### src/rtl/huffman_sequencer_if.sv
// Symbol stream and LUT configuration port of the Huffman sequencer.
interface huffman_sequencer_if;
  logic        cfg_write;
  logic [5:0]  cfg_addr;
  logic [11:0] cfg_data;
  logic        sym_valid;
  logic [5:0]  sym_data;
  logic        sym_last;
  logic        sym_ready;

  modport master (
    output cfg_write, cfg_addr, cfg_data, sym_valid, sym_data, sym_last,
    input  sym_ready
  );

  modport slave (
    input  cfg_write, cfg_addr, cfg_data, sym_valid, sym_data, sym_last,
    output sym_ready
  );
endinterface

### src/rtl/huffman_sequencer.sv
// Huffman coder sequencer: loads the code LUT, reads one entry per symbol,
// pulses the serial coder, waits out the code length, then finalizes frames.
module huffman_sequencer #(
  parameter int LEN_W = 4,
  parameter int CNT_W = 16
) (
  input  logic              clock,
  input  logic              resetn,
  huffman_sequencer_if.slave s,
  input  logic              clr,
  output logic              ram_mode,
  output logic [5:0]        ram_addr,
  output logic [11:0]       ram_data,
  input  logic [11:0]       ram_q,
  output logic              coder_ce,
  output logic [7:0]        coder_code,
  output logic [LEN_W-1:0]  coder_length,
  output logic              coder_finalize,
  output logic              busy,
  output logic              done,
  output logic [CNT_W-1:0]  sym_count,
  output logic [CNT_W-1:0]  bit_count,
  output logic              err_zero_len,
  output logic              err_cfg
);

  typedef enum logic [2:0] {IDLE, LOAD, READ, ISSUE, WAIT, FINAL} state_t;

  state_t           state, state_nxt;
  logic             last_q;
  logic [LEN_W-1:0] wcnt;
  logic [LEN_W-1:0] q_len;
  logic             q_zero;
  logic [CNT_W:0]   bit_sum;

  assign q_len   = ram_q[LEN_W-1:0];
  assign q_zero  = (q_len == '0);
  // One extra bit catches the carry so the add can saturate instead of wrap.
  assign bit_sum = {1'b0, bit_count} + {{(CNT_W+1-LEN_W){1'b0}}, q_len};

  // State register
  always_ff @(posedge clock or negedge resetn) begin
    if (!resetn) state <= IDLE;
    else         state <= state_nxt;
  end

  // Next-state logic; a config write beats a pending symbol in IDLE
  always_comb begin
    state_nxt = state;
    case (state)
      IDLE:    if (s.cfg_write)      state_nxt = LOAD;
               else if (s.sym_valid) state_nxt = READ;
      LOAD:    state_nxt = IDLE;
      READ:    state_nxt = ISSUE;
      ISSUE:   if (!q_zero)          state_nxt = WAIT;
               else if (last_q)      state_nxt = FINAL;
               else                  state_nxt = IDLE;
      WAIT:    if (wcnt <= LEN_W'(1)) state_nxt = last_q ? FINAL : IDLE;
      FINAL:   state_nxt = IDLE;
      default: state_nxt = IDLE;
    endcase
  end

  // Output decode: coder is driven straight from the LUT read data in ISSUE
  always_comb begin
    s.sym_ready    = (state == IDLE) && !s.cfg_write;
    busy           = (state != IDLE);
    coder_ce       = 1'b0;
    coder_finalize = 1'b0;
    coder_code     = '0;
    coder_length   = '0;
    if (state == ISSUE && !q_zero) begin
      coder_ce     = 1'b1;
      coder_code   = ram_q[11:4];
      coder_length = q_len;
    end
    if (state == FINAL) begin
      coder_ce       = 1'b1;
      coder_finalize = 1'b1;
    end
  end

  // RAM address/data/mode registers, frame-end latch, serialisation counter
  always_ff @(posedge clock or negedge resetn) begin
    if (!resetn) begin
      ram_mode <= 1'b0;
      ram_addr <= '0;
      ram_data <= '0;
      last_q   <= 1'b0;
      wcnt     <= '0;
      done     <= 1'b0;
    end else begin
      done <= (state == FINAL);
      case (state)
        IDLE: begin
          if (s.cfg_write) begin
            ram_addr <= s.cfg_addr;
            ram_data <= s.cfg_data;
            ram_mode <= 1'b1;
          end else if (s.sym_valid) begin
            ram_addr <= s.sym_data;
            ram_mode <= 1'b0;
            last_q   <= s.sym_last;
          end
        end
        LOAD:    ram_mode <= 1'b0;
        ISSUE:   wcnt     <= q_len;
        WAIT:    wcnt     <= wcnt - 1'b1;
        default: ;
      endcase
    end
  end

  // Statistics and sticky errors; clr overrides any same-cycle update
  always_ff @(posedge clock or negedge resetn) begin
    if (!resetn) begin
      sym_count    <= '0;
      bit_count    <= '0;
      err_zero_len <= 1'b0;
      err_cfg      <= 1'b0;
    end else if (clr) begin
      sym_count    <= '0;
      bit_count    <= '0;
      err_zero_len <= 1'b0;
      err_cfg      <= 1'b0;
    end else begin
      if (state == ISSUE) begin
        if (q_zero) begin
          err_zero_len <= 1'b1;
        end else begin
          if (sym_count != '1) sym_count <= sym_count + 1'b1;
          bit_count <= bit_sum[CNT_W] ? '1 : bit_sum[CNT_W-1:0];
        end
      end
      if (s.cfg_write && state != IDLE) err_cfg <= 1'b1;
    end
  end

endmodule

### src/flat_wrapper.sv
// flat-port wrapper written by rule: the top's interface ports become plain ports
module huffman_sequencer_flat 
#(
  parameter int LEN_W = 4,
  parameter int CNT_W = 16
)
  (clock, resetn, clr, ram_mode, ram_addr, ram_data, ram_q, coder_ce, coder_code, coder_length, coder_finalize, busy, done, sym_count, bit_count, err_zero_len, err_cfg, s_cfg_write, s_cfg_addr, s_cfg_data, s_sym_valid, s_sym_data, s_sym_last, s_sym_ready);
  huffman_sequencer_if s_i ();
  input  logic clock;
  input  logic resetn;
  input  logic clr;
  output logic ram_mode;
  output logic [5:0] ram_addr;
  output logic [11:0] ram_data;
  input  logic [11:0] ram_q;
  output logic coder_ce;
  output logic [7:0] coder_code;
  output logic [LEN_W-1:0] coder_length;
  output logic coder_finalize;
  output logic busy;
  output logic done;
  output logic [CNT_W-1:0] sym_count;
  output logic [CNT_W-1:0] bit_count;
  output logic err_zero_len;
  output logic err_cfg;
  input wire logic [$bits(s_i.cfg_write)-1:0] s_cfg_write;
  input wire logic [$bits(s_i.cfg_addr)-1:0] s_cfg_addr;
  input wire logic [$bits(s_i.cfg_data)-1:0] s_cfg_data;
  input wire logic [$bits(s_i.sym_valid)-1:0] s_sym_valid;
  input wire logic [$bits(s_i.sym_data)-1:0] s_sym_data;
  input wire logic [$bits(s_i.sym_last)-1:0] s_sym_last;
  output wire logic [$bits(s_i.sym_ready)-1:0] s_sym_ready;
  assign s_i.cfg_write = s_cfg_write;
  assign s_i.cfg_addr = s_cfg_addr;
  assign s_i.cfg_data = s_cfg_data;
  assign s_i.sym_valid = s_sym_valid;
  assign s_i.sym_data = s_sym_data;
  assign s_i.sym_last = s_sym_last;
  assign s_sym_ready = s_i.sym_ready;
  huffman_sequencer #(.LEN_W(LEN_W), .CNT_W(CNT_W)) u_core (.clock(clock), .resetn(resetn), .s(s_i), .clr(clr), .ram_mode(ram_mode), .ram_addr(ram_addr), .ram_data(ram_data), .ram_q(ram_q), .coder_ce(coder_ce), .coder_code(coder_code), .coder_length(coder_length), .coder_finalize(coder_finalize), .busy(busy), .done(done), .sym_count(sym_count), .bit_count(bit_count), .err_zero_len(err_zero_len), .err_cfg(err_cfg));
endmodule
### config.mk
export PLATFORM = sky130hd
export DESIGN_NAME = huffman_sequencer_flat
export DESIGN_NICKNAME = d
export VERILOG_FILES = /design/src/rtl/huffman_sequencer_if.sv /design/src/rtl/huffman_sequencer.sv /design/src/flat_wrapper.sv
export SDC_FILE = /design/constraint.sdc
export NUM_CORES = 1
export LEC_CHECK = 0
export BUFFER_PORTS_ARGS = -buffer_cell sky130_fd_sc_hd__buf_2
export CAP_MARGIN = 40
export CORE_MARGIN = 1
export CORE_UTILIZATION = 57
export CTS_BUF_LIST = sky130_fd_sc_hd__clkbuf_4
export CTS_CLUSTER_DIAMETER = 100
export DETAILED_ROUTE_END_ITERATION = 8
export GPL_TIMING_DRIVEN = 1
export HOLD_SLACK_MARGIN = 0.1
export PLACE_DENSITY_LB_ADDON = 0.1
export SYNTH_ARGS = -nofsm -noshare
export SYNTH_HDL_FRONTEND = slang
export SYNTH_SLANG_ARGS = --single-unit
### constraint.sdc
create_clock -name clock -period 4.2 [get_ports clock]
set_clock_uncertainty 0.05 [all_clocks]
set_input_delay 0.84 -clock clock [delete_from_list [all_inputs] [get_ports clock]]
set_output_delay 0.84 -clock clock [all_outputs]
set_load 0.02 [all_outputs]
==> results.md <==
- The run finished with clean final reports.
- The total leakage power is just over 2 nW.
- In this run, the number of DRC markers left after iteration 0 of detailed routing was ~130.
- The worst-case IR drop observed on VDD is 324.3 uV.
- STA classifies the critical path endpoint as an output port.
- The count of input and output buffers is roughly 110.
- The number of buffers between clock root and the deepest sink is 2.
- The worst slack at placement is 0.9998 ns.
- The effective utilization at floorplan is 0.6041.
- In the final layout, the multi-input gates occupy between 1500 and 2000 sq um.
- For this run, the number of Yosys warnings is 0.
- The number of search-and-repair iterations in the first detailed-routing pass is 4.
- After layout, the worst setup slack is 0.8538 ns.
- After floorplanning, the core was divided into 27 placement rows.
- Setup repair after global routing left no endpoint under its margin.
- Data on the critical path is required at its endpoint by 3.31 ns.
- The number of buffer and inverter instances along the worst setup path is 1.
- Clock-pin slew was measured on the worst setup and hold paths at roughly 0.1 ns.
- Hold timing on the final database bottoms out at a slack of 0.3293 ns.
- The worst register-to-register path begins at u_core.state[2]$_DFFE_PN0P_.
- The global-route wire length before repair is between 10,000 and 15,000 microns.
- For the finished layout, the period the worst path requires is 3.346 ns.
- The number of antenna-violating nets in the routed design is 0.
- The number of antenna violations at the first check in global routing was 0.
- The number of levels the H-tree was split into is 3.
- The die covers 6292 sq um.
- The number of hold violations in the final report is 0.
- The family with the most delay on the worst path is simple AND/OR/NAND/NOR gates.
- The number of nets handed over by synthesis was 399.
- For the pin with the worst max-slew slack, the measured transition is around 0.71 ns.
- The layout cell share with drive strength beyond 1 is 0.3312.
- The area added between synthesis and finish is 21.15%.
- After clock tree synthesis, the repair step resized 0 gates.
- Measured along the y axis, the die boundary spans 79.33 microns.
- The vias per cell is 5.676.
- Yosys mapped the design onto 54 distinct sky130hd cell types.
- The via count of the first global-routing pass came to between 2,000 and 3,000.
- The number of diodes is 0.
- The clock reaches the later pin of the worst-skew pair after 0.40 ns.
- The final net count is 504.
- Along the worst path, the maximum fanout reaches 25.
- The routed length per instance is ~15 microns.
- The total clock sinks is a little over 60.
- The number of cells in the design after placement is 515.
- Summing over every cut layer, the via total after detailed routing is about 3,000.
- The share of synthesized area occupied by flip-flops and latches is 0.4552.
- The async set or reset register ratio after synthesis is 1.000.
- By startpoint and endpoint, the worst setup path is classified as flip-flop to output port.
- The number of synthesized flops with an enable pin is 0.
- The register bit count reported by yosys is 62.
- The placer congestion estimate is 0.7859.
- The instance count of the mapped netlist is 349.
- For this block, the routed nets add up to 7714 microns of wire.
- The TritonCTS clock tree is done.
- The average instance area after synthesis is 9.766 sq um.
- The worst path arrival time is 2.46 ns.
- The global-route total usage across every layer is 0.2616.
- The placeable core area is around 5600 sq um.
- The beginning of the critical path is u_core.state[2]$_DFFE_PN0P_.
- Across the run, the number of max-cap violations was 0.
- In this run the clock root is driven by a sky130_fd_sc_hd__clkbuf_4.
- The final count of pins violating max slew is 0.
- In this design, the stage delay of the slowest critical-path cell is 0.64 ns.
- The number of hold-repair buffers added at the cts stage is 0.
- Traced cell by cell, the critical path runs through and3b_1, nand2_1, o21ai_0, buf_2.
- The remaining global-route overflow is 0.
- The HPWL after detailed placement is about 5600 microns.
- The power density normalized to cell area is 518.7 nW/um^2.
- The cell at the slowest stage of the critical path is sky130_fd_sc_hd__dfrtp_1.
- The pin count of the biggest net entering global routing is 36.
- Setup violations remaining at the end of the flow were counted as 0.
- The width of the die is 79.33 microns.
- The mapped netlist covers 3408 sq um.
- The sum of negative setup slack is 0 ns.
- The commonest register cell after synthesis is sky130_fd_sc_hd__dfrtp_1.
- The completed layout was analyzed and its total power is 2.142 mW.
- Fill cells in the final layout number 430.
- For this design the top-level I/O count stands at 112.
- Buffers inserted during clock tree synthesis total 9.
- Buffers added to address setup during post-CTS repair amount to 0.
- Summing all flip-flop and latch instances after layout gives 1551 sq um.
- The worst setup path is launched from a flip-flop.
- After detailed routing, the number of remaining DRC violations is 0.
- The maximum clock frequency is 298.8 MHz.
- Dividing the final minimum period by the clock period gives 0.7967.
- The worst pin sits at a relative slew slack of 0.5274.
- The worst hold path belongs to the class primary input to async pin.
- The final cell count without fillers is 531.
## per-stage QoR
step | area, sq um | util
6_report | 4129 | 0.7319
5_1_grt | 4129 | 0.7319
4_1_cts | 4129 | 0.7319
3_5_place_dp | 4001 | 0.7092
3_3_place_gp | 3966 | 0.7030
2_1_floorplan | 3408 | -
## routing by layer
metal,vias up,part of all wire,global-route usage
li1,1490,-,-
met1,1423,0.45,0.3434
met2,91,0.49,0.4250
met3,10,0.047,0.04828
met4,0,0.014,0.1091
met5,-,0,0
## placed cells by master, fill, tap and decap left out, drive strengths merged, types with 5 or more instances in the layout
cell type,n
and2,7
mux2,15
nor2,51
xnor2,15
o21ai,10
and3,12
clkbuf,10
inv,9
mux2i,10
buf,114
dfrtp,62
and4,5
nand3,14
ha,7
a211oi,10
nand2,16
a21oi,19
nor3,9
clkinv,5
## cell usage after synthesis, types with 3 or more instances
cell	number	area share
sky130_fd_sc_hd__a211oi_1	9	0.020
sky130_fd_sc_hd__a21oi_1	19	0.028
sky130_fd_sc_hd__a22o_1	4	0.010
sky130_fd_sc_hd__a22oi_1	3	0.0066
sky130_fd_sc_hd__a311oi_1	3	0.0077
sky130_fd_sc_hd__a31oi_1	4	0.0073
sky130_fd_sc_hd__and2_1	5	0.0092
sky130_fd_sc_hd__and3_1	12	0.022
sky130_fd_sc_hd__and4_1	5	0.013
sky130_fd_sc_hd__buf_2	4	0.0059
sky130_fd_sc_hd__clkbuf_1	12	0.013
sky130_fd_sc_hd__dfrtp_1	62	0.46
sky130_fd_sc_hd__ha_1	7	0.026
sky130_fd_sc_hd__inv_1	9	0.0099
sky130_fd_sc_hd__mux2_2	15	0.050
sky130_fd_sc_hd__mux2i_1	10	0.029
sky130_fd_sc_hd__nand2_1	16	0.018
sky130_fd_sc_hd__nand3_1	14	0.021
sky130_fd_sc_hd__nand4_1	4	0.0073
sky130_fd_sc_hd__nor2_1	51	0.056
sky130_fd_sc_hd__nor3_1	8	0.012
sky130_fd_sc_hd__nor4_1	4	0.0073
sky130_fd_sc_hd__o211ai_1	3	0.0066
sky130_fd_sc_hd__o21ai_0	10	0.015
sky130_fd_sc_hd__o31ai_1	4	0.0088
sky130_fd_sc_hd__xnor2_1	15	0.039
## state kept, by name, indices dropped and copies added (netlist names)
signal,count
u_core.bit_count,16
u_core.sym_count,16
u_core.ram_data,12
u_core.ram_addr,6
u_core.wcnt,4
u_core.state,3
u_core.done,1
u_core.err_cfg,1
u_core.err_zero_len,1
u_core.last_q,1
u_core.ram_mode,1
## cells by family after synthesis
kind of cell,Yosys count,share of synthesized area
mux,25,0.07893
fa+ha+maj,8,0.03157
buf+inv,29,0.03781
compound gates,74,0.1483
flops,62,0.4552
xor+xnor,17,0.04369
simple gates,134,0.2045
## worst register-to-register path, cell delays in order, from the launching register on
cell and delay, ns:
sky130_fd_sc_hd__dfrtp_1 0.64, sky130_fd_sc_hd__and3b_1 0.64, sky130_fd_sc_hd__nand2_1 0.41, sky130_fd_sc_hd__a2111oi_0 0.58, sky130_fd_sc_hd__xnor2_1 0.17, sky130_fd_sc_hd__nor2_1 0.06
## cell type report
class	instances	area share
multi-input cells	258	0.4185
repair buffers	114	0.1448
clock inverters	6	0.01273
flip-flops and latches	62	0.3758
clock buffers	10	0.01818
well taps	72	0.02182
inverters	9	0.008182
## power breakdown
group          internal [mW]  switching [mW]
Sequential             0.742           0.146
Combinational          0.356           0.508
Clock                  0.181           0.209
Total                   1.28           0.863
## worst paths after layout
path	endpoint	cells past startpoint	slack, ns
min in group clock	u_core.ram_data[5]$_DFFE_PN0P_	1	0.46
max reg2reg	u_core.sym_count[6]$_DFFE_PN0P_	5	1.51
min	u_core.ram_addr[2]$_DFFE_PN0P_	1	0.33
max	coder_ce	4	0.85
min reg2reg	u_core.ram_data[5]$_DFFE_PN0P_	1	0.46
max in group asynchronous	u_core.err_zero_len$_DFFE_PN0P_	2	3.11
(Power assumes the default switching activity.)
